$ cat config.mk
export PLATFORM = sky130hd
export DESIGN_NAME = muxn_pipe
export DESIGN_NICKNAME = d
export VERILOG_FILES = /design/src/rtl/muxn_pipe.sv
export SDC_FILE = /design/constraint.sdc
export NUM_CORES = 1
export LEC_CHECK = 0
export CAP_MARGIN = 20
export CORE_AREA = 2 2 425 427
export CTS_CLUSTER_DIAMETER = 80
export DETAILED_ROUTE_END_ITERATION = 7
export DIE_AREA = 0 0 427 429
export PLACE_DENSITY = 0.3
export SYNTH_ARGS = -nofsm -noshare
export SYNTH_HDL_FRONTEND = slang
export SYNTH_SLANG_ARGS = --single-unit
$ cat constraint.sdc
create_clock -name clk -period 9.8 [get_ports clk]
set_input_delay 0.98 -clock clk [delete_from_list [all_inputs] [get_ports clk]]
set_output_delay 0.98 -clock clk [all_outputs]
set_load 0.01 [all_outputs]
$ cat src/rtl/muxn_pipe.sv
// rtl/muxn_pipe.sv - pipelined N:1 word mux built from registered 4:1 levels (final 2:1 when SELW is odd)
// Optional out_par output (registered even parity of the selected word) under MUXN_PIPE_PARITY_EN.
module muxn_pipe #(
  parameter int WIDTH  = 64,
  parameter int N      = 16,
  parameter int SELW   = $clog2(N),
  parameter int LEVELS = (SELW + 1) / 2
) (
  input  logic                 clk,
  input  logic                 reset,
  input  logic [N*WIDTH-1:0]   w,
  input  logic [SELW-1:0]      sel,
  input  logic                 in_valid,
  output logic                 in_ready,
  output logic [WIDTH-1:0]     out,
  output logic                 out_valid,
  input  logic                 out_ready
`ifdef MUXN_PIPE_PARITY_EN
  ,
  output logic                 out_par
`endif
);

  // w_rdy[k] is the ready of level k; w_rdy[LEVELS] is the consumer's ready.
  logic [LEVELS:0] w_rdy;

  assign w_rdy[LEVELS] = out_ready;
  assign in_ready      = w_rdy[0];

  for (genvar k = 0; k < LEVELS; k++) begin : g_lvl
    localparam int SIN   = SELW - 2*k;
    localparam int SB    = (SIN == 1) ? 1 : 2;
    localparam int GRP   = 1 << SB;
    localparam int IN_W  = 1 << SIN;
    localparam int OUT_W = IN_W / GRP;

    logic [IN_W*WIDTH-1:0]  w_din;
    logic [SIN-1:0]         w_sin;
    logic                   w_vin;
    logic                   w_load;
    logic [OUT_W*WIDTH-1:0] w_mux;
    logic [OUT_W*WIDTH-1:0] r_data;
    logic                   r_v;

    if (k == 0) begin : g_src
      assign w_din  = w;
      assign w_sin  = sel;
      assign w_vin  = in_valid;
      assign w_load = w_rdy[k] & in_valid;
    end else begin : g_src
      assign w_din  = g_lvl[k-1].r_data;
      assign w_sin  = g_lvl[k-1].g_sel.r_sel;
      assign w_vin  = g_lvl[k-1].r_v;
      assign w_load = w_rdy[k];
    end

    assign w_rdy[k] = ~r_v | w_rdy[k+1];

    always_comb begin
      w_mux = '0;
      for (int j = 0; j < OUT_W; j++) begin
        w_mux[j*WIDTH +: WIDTH] = w_din[(j*GRP + int'(w_sin[SB-1:0]))*WIDTH +: WIDTH];
      end
    end

    // A stalled level keeps data, sel and valid so a held output stays stable.
    always_ff @(posedge clk or posedge reset) begin
      if (reset) begin
        r_v    <= 1'b0;
        r_data <= '0;
      end else if (w_rdy[k]) begin
        r_v <= w_vin;
        if (w_load) begin
          r_data <= w_mux;
        end
      end
    end

    if (SIN > SB) begin : g_sel
      logic [SIN-SB-1:0] r_sel;

      always_ff @(posedge clk or posedge reset) begin
        if (reset) begin
          r_sel <= '0;
        end else if (w_load) begin
          r_sel <= w_sin[SIN-1:SB];
        end
      end
    end

`ifdef MUXN_PIPE_PARITY_EN
    logic [OUT_W-1:0] w_pmux;
    logic [OUT_W-1:0] r_par;

    if (k == 0) begin : g_par
      always_comb begin
        w_pmux = '0;
        for (int j = 0; j < OUT_W; j++) begin
          w_pmux[j] = ^w_mux[j*WIDTH +: WIDTH];
        end
      end
    end else begin : g_par
      logic [IN_W-1:0] w_pin;

      assign w_pin = g_lvl[k-1].r_par;

      always_comb begin
        w_pmux = '0;
        for (int j = 0; j < OUT_W; j++) begin
          w_pmux[j] = w_pin[j*GRP + int'(w_sin[SB-1:0])];
        end
      end
    end

    always_ff @(posedge clk or posedge reset) begin
      if (reset) begin
        r_par <= '0;
      end else if (w_load) begin
        r_par <= w_pmux;
      end
    end
`endif
  end

  assign out       = g_lvl[LEVELS-1].r_data;
  assign out_valid = g_lvl[LEVELS-1].r_v;

`ifdef MUXN_PIPE_PARITY_EN
  assign out_par = g_lvl[LEVELS-1].r_par[0];
`endif

endmodule

After elaboration in Yosys (flattened, before gate mapping)
Cells that the tools add are included.
{"block": "word_totals", "ram_bits": 0, "out_inout_bits": 66, "inputBits": 1032, "ff_bits": 324, "rom_bits": 0, "mem_count": 0, "latchBits": 0}
{"block": "classes", "shift": 5, "n_div": 0, "reduce_logical": 1, "n_lt_le_gt_ge": 0, "eq_ne": 0, "bitwise_logic": 5, "add_sub_neg": 3, "multipliers": 0, "n_mux": 0}
{"cell": "variable part select 1024 x 12 -> 64 bit", "count": 2}
{"cell": "variable part select 1024 x 11 -> 64 bit", "count": 1}
{"cell": "variable part select 1024 x 9 -> 64 bit", "count": 1}
{"cell": "variable part select 256 x 9 -> 64 bit", "count": 1}
{"cell": "adder 4 x 2 -> 5 bit, first input constant", "count": 2}
{"cell": "adder 3 x 2 -> 4 bit, first input constant", "count": 1}
{"cell": "inverter 1 bit", "count": 2}
{"cell": "bitwise OR 1 bit", "count": 2}
{"cell": "AND reduction 2 bit", "count": 1}
{"cell": "AND 1 bit", "count": 1}

Longest topological paths before layout
Gate-level depths: netlist of the first run.
{"block": "depth", "word_depth": 5, "depth_mapped": 5}

Worst setup path after synthesis of the first run
No wires, ideal clock.
{"block": "synth_path", "path_kind": "input port to flip-flop", "from": "input port out_ready", "to": "register g_lvl[0].r_data[144]", "setup_slack_ps": 7515, "arrival_ps": 2161, "setup_ps": 125, "stages": 5, "path_cell_list": "nand3b_1 > nand2_1 > buf_2 > buf_2 > mux2_2"}
{"block": "synth_between", "elab_chain_cells": 4}
{"item": "start, declared", "line": "17", "rtl": "input logic out_ready"}
{"item": "bitwise OR 1 bit * (2 in series)", "line": "57", "rtl": "assign w_rdy[k] = ~r_v | w_rdy[k+1];"}
{"item": "AND 1 bit", "line": "49", "rtl": "assign w_load = w_rdy[k] & in_valid;"}
{"item": "AND reduction 2 bit (no source line) *"}
{"item": "end signal, assigned", "line": "74", "rtl": "r_data <= w_mux;"}
{"item": "end, declared", "line": "42", "rtl": "logic [OUT_W*WIDTH-1:0] r_data;"}
Every way passes the cells marked *; elsewhere a longest branch is shown, timed or not.
A chain may end at the register's enable or synchronous reset.

Worst setup path after layout of the first run
{"block": "layout_path", "from": "input port out_ready", "to": "register g_lvl[0].r_data[228]"}
Same word-level chain as after synthesis.

==> results of run 1 <==
## registers in the layout (all words and copies together) (netlist names)
| register | count |
|---|---|
| g_lvl.g_sel.r_sel | 2 |
| g_lvl.r_v | 1 |
| out_valid | 1 |
| g_lvl.r_data | 256 |
| out | 64 |
## cell type report
cell class / instances / area (um^2)
inverters: 1 / 7.51
well taps: 2355 / 2950
clock buffers: 71 / 1470
fillers: 19100 / 143000
repair buffers: 1115 / 11200
flip-flops and latches: 324 / 8120
diodes: 25 / 62.6
clock inverters: 23 / 332
multi-input cells: 647 / 10900
## worst max-delay path by stage
stage                                    endpoint  slack, ns  cells after the start
after floorplan           g_lvl[0].g_sel.r_sel[0]       4.50                      1
after global placement       g_lvl[0].r_data[223]       5.14                      6
after detailed placement     g_lvl[0].r_data[228]       5.16                      6
after CTS                    g_lvl[0].r_data[228]       5.86                      6
after global routing         g_lvl[0].r_data[228]       5.70                      6
final                        g_lvl[0].r_data[228]       5.89                      6
## routing by layer
layer,up-vias,track usage
met1,8773,0.164
met4,44,0.0437
met3,156,0.0439
li1,6679,-
met5,-,0.00899
met2,598,0.251
## synthesized netlist by cell type
cell                       number  share of area
sky130_fd_sc_hd__nand2b_1       3        0.00096
sky130_fd_sc_hd__nand3b_1       1        0.00038
sky130_fd_sc_hd__dfrtp_1      324           0.41
sky130_fd_sc_hd__buf_2         33         0.0084
sky130_fd_sc_hd__inv_1          1        0.00019
sky130_fd_sc_hd__clkbuf_1       8         0.0015
sky130_fd_sc_hd__mux2_2       322           0.18
sky130_fd_sc_hd__buf_1         32         0.0061
sky130_fd_sc_hd__mux4_2       320           0.37
sky130_fd_sc_hd__buf_6         28          0.016
sky130_fd_sc_hd__nand2_1        1        0.00019
sky130_fd_sc_hd__buf_4          5         0.0019
## logic make-up (layout without fill, tap and decap cells)
logic type,Yosys count,count (layout),synth area share
muxes,642,642,0.552
DFF,324,324,0.413
buffers and inverters,107,1210,0.0342
and+or+nand+nor,5,5,0.00153
other,0,25,0
## metrics by stage
step,area (um^2),setup slack (ns),utilization,total power [uW]
finish,35000,5.89,0.197,5640
global route,35000,5.70,0.196,5930
CTS,34900,5.86,0.196,5820
detailed placement,33100,5.16,0.186,3740
global placement,33100,5.14,0.186,3730
floorplan,19600,4.50,-,2620
## power breakdown
part | leakage [uW] | internal, uW | total [uW] | switching [uW]
clock network | 0.000880 | 1230 | 1990 | 755
registers | 0.00378 | 1660 | 1900 | 247
logic | 0.00776 | 1100 | 1740 | 641
## critical path, delay by kind of cell
family                 cells  cell delay [ns]
buffers and inverters      3             1.84
and+or+nand+nor            2             1.03
muxes                      1             0.42
==> flow_summary.rst, run 1 <==
.. list-table::
   :header-rows: 1

   * - Metric
     - Value
   * - Type of destination of the critical path
     - flop
   * - Core area
     - 178,000 um^2
   * - Critical R2R Launch
     - out_valid
   * - Overflow after GRT
     - 0
   * - Worst setup path class
     - in -> reg
   * - Most common library cell in the layout ignoring fill and taps
     - sky130_fd_sc_hd__clkdlybuf4s50_1
   * - Floorplan die height
     - 429 um
   * - Clock skew
     - between 0.02 and 0.03 ns
   * - Metal2 WL
     - between 70,000 and 80,000 um
   * - Fin crit period
     - 3.91 ns
   * - Net count, final
     - between 3,000 and 4,000
   * - Detailed route wirelength on metal3
     - 9210 um
   * - Largest vdd supply drop
     - 0.115 mV
   * - Overall die width
     - ~430 um
   * - Power Density
     - about 160 nW/um^2
   * - Combined global-route utilization of all metal layers
     - 0.143
   * - Worst hold-check path type
     - reg -> reg
   * - Slew Limit Headroom
     - 0.263
   * - Initial antenna violation count
     - 79
   * - CTS-repair resized insts
     - 0
   * - Clock-pin transition on the worst setup and hold timing paths
     - about 0.060 ns
   * - Worst slew pin tran
     - 1.11 ns
   * - Critical path launch point
     - out_ready
   * - Number of cells on the worst reg-to-reg path
     - 5
   * - HPWL after detailed placement
     - 112,000 um
   * - Synth Instances
     - 1,078
   * - # H-tree levels
     - 2
   * - Vias post-DR
     - 16,300
   * - Effective utilization at floorplan
     - 0.110
   * - # setup viols final
     - 0
   * - # clock sinks
     - 324
   * - Top layer used by detailed routing
     - met5
   * - Fmax achieved
     - 256 MHz
   * - Area of the die
     - 183,000 um^2
   * - Number of global-route vias before repair
     - 17,900
   * - Hold buffer count at cts
     - 0
   * - Maximum fanout along the worst path
     - 69
   * - Pre-antenna DRT Iters
     - 4
   * - Maximum count of clock buffers along a single path
     - 3
   * - Worst Hold Margin
     - 0.462 ns
   * - Clock latency at the later pin of the worst-skew pair
     - 0.63 ns
   * - Wire length reported by the detailed router
     - 135,000 um
   * - Area growth syn-to-layout
     - 78.1%
   * - Yosys Warn Count
     - 0
   * - Met1 Wirelength
     - ~52,000 um
   * - Number of storage elements in the synthesis netlist
     - 324
   * - Number of antenna-violating nets in the routed design
     - 0
   * - Std cell rows
     - 155
   * - Run status
     - complete, no violations
   * - First-iteration detailed-routing DRC count
     - roughly 900
   * - Root buffer selected by CTS
     - sky130_fd_sc_hd__clkbuf_16
   * - Number of design rule violations left after detail routing
     - 0
   * - # placed instances
     - 4,442
   * - Arrival @ worst endpoint
     - 4.41 ns
   * - Count of boundary I/O pins
     - 1,098
   * - Proportion of synthesized chip area in sequential cells
     - 0.413
   * - Mean post-synth cell area
     - 18.2 um^2
   * - Ratio of final minimum period to clock period
     - 0.399
   * - CP most frequent cell
     - sky130_fd_sc_hd__buf_4
   * - Number of max-slew violations in the final report
     - 0
   * - RD Place Congestion
     - 0.850
   * - Synthesized Nets
     - 2,110
   * - Worst hold path depth
     - 1
   * - Commonest cells after routing, fill and taps aside
     - sky130_fd_sc_hd__clkdlybuf4s50_1 (1,095), sky130_fd_sc_hd__mux2_2 (322), sky130_fd_sc_hd__dfrtp_1 (322)
   * - Worst Hold Path EP
     - out_valid
   * - CP max-delay cell
     - sky130_fd_sc_hd__buf_4
   * - Clock tree from TritonCTS
     - yes
   * - Number of I/O port buffers
     - 1,097
   * - Crit start category
     - input port
   * - Reg-to-reg slack, setup
     - 6.30 ns
   * - Crit path cell chain
     - clkdlybuf4s50_1 -> nand3b_1 -> nand2_4 -> buf_4 -> buf_4 -> mux2_2
   * - Maximum single-stage delay on the critical path
     - 0.84 ns
   * - Ratio of cells with drive above 1 in the final layout
     - 0.345
   * - Netlist Area Pre-Place
     - 19,600 um^2
   * - Beginning of the worst hold path
     - g_lvl[0].r_v
   * - Static leakage
     - 0.0124 uW
   * - Num CTS Buffers
     - between 50 and 60
   * - Required time of the critical path
     - 10.30 ns
   * - Buffers inserted during post-CTS setup optimization
     - 0
   * - Total negative slack
     - 0 ns
   * - Hold violation count in the final report
     - 0
   * - Terminus of the critical flop-to-flop path
     - g_lvl[0].r_data[228]
   * - Average wire per cell in the routed design
     - ~30 um
   * - # Max-Cap Violations
     - 0
   * - Global-route wire length before repair
     - 175,000 um
   * - Count of different cell masters after synthesis
     - 12
   * - Via density per instance
     - 3.56
   * - Non-filler cells in the finished layout
     - 4,561
   * - Unrepaired setup endpoints after global routing
     - false
   * - Maximum number of pins on one net before global-route repair
     - between 100 and 150
(Power assumes the default switching activity.)
==> run 2, diff against run 1 <==
- CORE_AREA: 2 2 425 427 -> 2 2 428 430
- DIE_AREA: 0 0 427 429 -> 0 0 430 432
- clock period: 9.8 -> 3.7 ns (I/O delays scaled with it)
==> run 2 against run 1 <==
Effect of this change: hold slack worse by 0.22 ns; clock power up 150%; total power grew to 2.6 times the previous value; utilization shrank 0.16 points; combinational power rose to 2.7 times the previous value; first-iteration DRC count shrank 9.4%; final cell count grew 1.4%; critical path type is now reg -> out; largest cell class unchanged; largest power group is now sequential cells; highest routed layer unchanged.
==> flow_summary.rst, run 2 (synthesis gave the netlist of run 1 again) <==
.. list-table::
   :header-rows: 1

   * - Metric
     - Value
   * - Post-route total power
     - approximately 15,000 uW
   * - Non-filler cells in the finished layout
     - roughly 4,600
   * - Flip-flop count of the largest register, all copies and words added
     - around 260
   * - Num CTS Buffers
     - around 50
   * - Clock-pin transition on the worst setup and hold timing paths
     - 0.06 ns
   * - Worst slack, placed
     - 1.15 ns
   * - Pre-antenna DRT Iters
     - 4
   * - Combined global-route utilization of all metal layers
     - 0.145
   * - # clock sinks
     - 324
   * - Clock skew
     - 0.0205 ns
   * - Static leakage
     - 0.0127 uW
   * - Register with the most flip-flops
     - g_lvl.r_data
   * - Net count, final
     - around 3,200
   * - Number of design rule violations left after detail routing
     - 0
   * - Type of destination of the critical path
     - primary output
   * - Floorplan die height
     - about 430 um
   * - # H-tree levels
     - 2
   * - Root buffer selected by CTS
     - sky130_fd_sc_hd__clkbuf_16
   * - HPWL after detailed placement
     - 118,000 um
   * - Total negative slack
     - 0 ns
   * - Maximum fanout along the worst path
     - 3
   * - Unrepaired setup endpoints after global routing
     - false
   * - Count of boundary I/O pins
     - ~1,100
   * - CTS-repair resized insts
     - 0
   * - Initial antenna violation count
     - 100
   * - Core area
     - 182,000 um^2
   * - Area of the die
     - 186,000 um^2
   * - Ratio of final minimum period to clock period
     - 0.600
   * - Hold violation count in the final report
     - 0
   * - Worst Hold Margin
     - 0.244 ns
   * - RD Place Congestion
     - 0.878
   * - Area growth syn-to-layout
     - 80.3%
   * - Reg-to-reg slack, setup
     - between 1 and 1.5 ns
   * - Ratio of cells with drive above 1 in the final layout
     - 0.359
   * - Fmax achieved
     - about 450 MHz
   * - # Max-Cap Violations
     - 0
   * - Buffers inserted during post-CTS setup optimization
     - 0
   * - Clock tree from TritonCTS
     - yes
   * - Overall die width
     - 430 um
   * - # setup viols final
     - 0
   * - Commonest cells after routing, fill and taps aside
     - sky130_fd_sc_hd__clkdlybuf4s50_1 (1,095), sky130_fd_sc_hd__mux2_2 (322), sky130_fd_sc_hd__dfrtp_1 (322)
   * - Required time of the critical path
     - 3.33 ns
   * - Power Density
     - 417 nW/um^2
   * - Worst slew pin tran
     - 0.845 ns
   * - Worst setup path class
     - reg -> out
   * - Final Worst Setup Slack
     - 1.48 ns
   * - Maximum single-stage delay on the critical path
     - 0.62 ns
   * - Slew Limit Headroom
     - 0.436
   * - Vias post-DR
     - 16,500
   * - Crit start category
     - flop
   * - Largest vdd supply drop
     - 0.316 mV
   * - Fin crit period
     - 2.22 ns
   * - Wire length reported by the detailed router
     - 140,000 um
   * - Effective utilization at floorplan
     - 0.108
   * - CP max-delay cell
     - sky130_fd_sc_hd__clkdlybuf4s50_1
   * - Hold buffer count at cts
     - 0
   * - Via density per instance
     - 3.57
   * - Maximum number of pins on one net before global-route repair
     - between 70 and 80
   * - Number of antenna-violating nets in the routed design
     - 0
   * - Number of I/O port buffers
     - 1,097
   * - Maximum count of clock buffers along a single path
     - 3
   * - Average wire per cell in the routed design
     - roughly 30 um
   * - Arrival @ worst endpoint
     - about 1.9 ns
   * - Run status
     - complete, no violations
   * - Number of global-route vias before repair
     - 17,900
   * - Overflow after GRT
     - 0
   * - Global-route wire length before repair
     - ~180,000 um
   * - Number of max-slew violations in the final report
     - 0
   * - Std cell rows
     - roughly 160
   * - Crit path cell chain
     - nand3b_1 -> clkdlybuf4s50_1
   * - # placed instances
     - 4,517
   * - Most common library cell in the layout ignoring fill and taps
     - sky130_fd_sc_hd__clkdlybuf4s50_1
   * - Clock latency at the later pin of the worst-skew pair
     - 0.63 ns
   * - First-iteration detailed-routing DRC count
     - 817
   * - Worst hold-check path type
     - in -> async
-- run 2: stage by stage --
step / util / cell area (um^2)
3_5_place_dp: 0.185 / 33700
3_3_place_gp: 0.185 / 33700
2_1_floorplan: - / 19600
4_1_cts: 0.195 / 35400
5_1_grt: 0.195 / 35400
6_report: 0.195 / 35400
-- run 2: routing by layer --
metal,track usage,up-vias,share of wire
li1,-,6749,-
met1,0.174,8802,0.39
met2,0.258,690,0.52
met3,0.0406,187,0.066
met4,0.0292,68,0.017
met5,0,-,0.0032
-- run 2: power breakdown --
group	internal [uW]	total, uW	switching [uW]	leakage (uW)
clock	2990	4960	1970	0.000844
combinational	2980	4730	1750	0.00804
sequential	4390	5060	673	0.00378
-- run 2: path summary, 6_finish.rpt --
check                                   startpoint                       to  cells after the start
setup / recovery                         out_valid                 in_ready                      2
hold / removal                               reset      g_lvl[0].r_data[54]                      2
setup reg to reg           g_lvl[0].g_sel.r_sel[0]                  out[63]                      3
hold reg to reg                       g_lvl[0].r_v                out_valid                      1
max in group asynchronous                    reset     g_lvl[0].r_data[194]                      4
min in group clk                            sel[2]  g_lvl[0].g_sel.r_sel[0]                      2
-- run 2: final cells by class --
type	instances	area, um^2
diodes	15	37.5
flip-flops and latches	324	8120
inverters	1	7.51
clock buffers	63	1370
clock inverters	28	330
well taps	2385	2980
fillers	19400	146000
repair buffers	1160	11700
multi-input cells	647	10900
-- run 2: worst max-delay path, delay by kind of cell, from the launching register on --
family	cells	cell delay [ns]
and+or+nand+nor	1	0.20
buffers and inverters	1	0.62
DFF	1	0.42
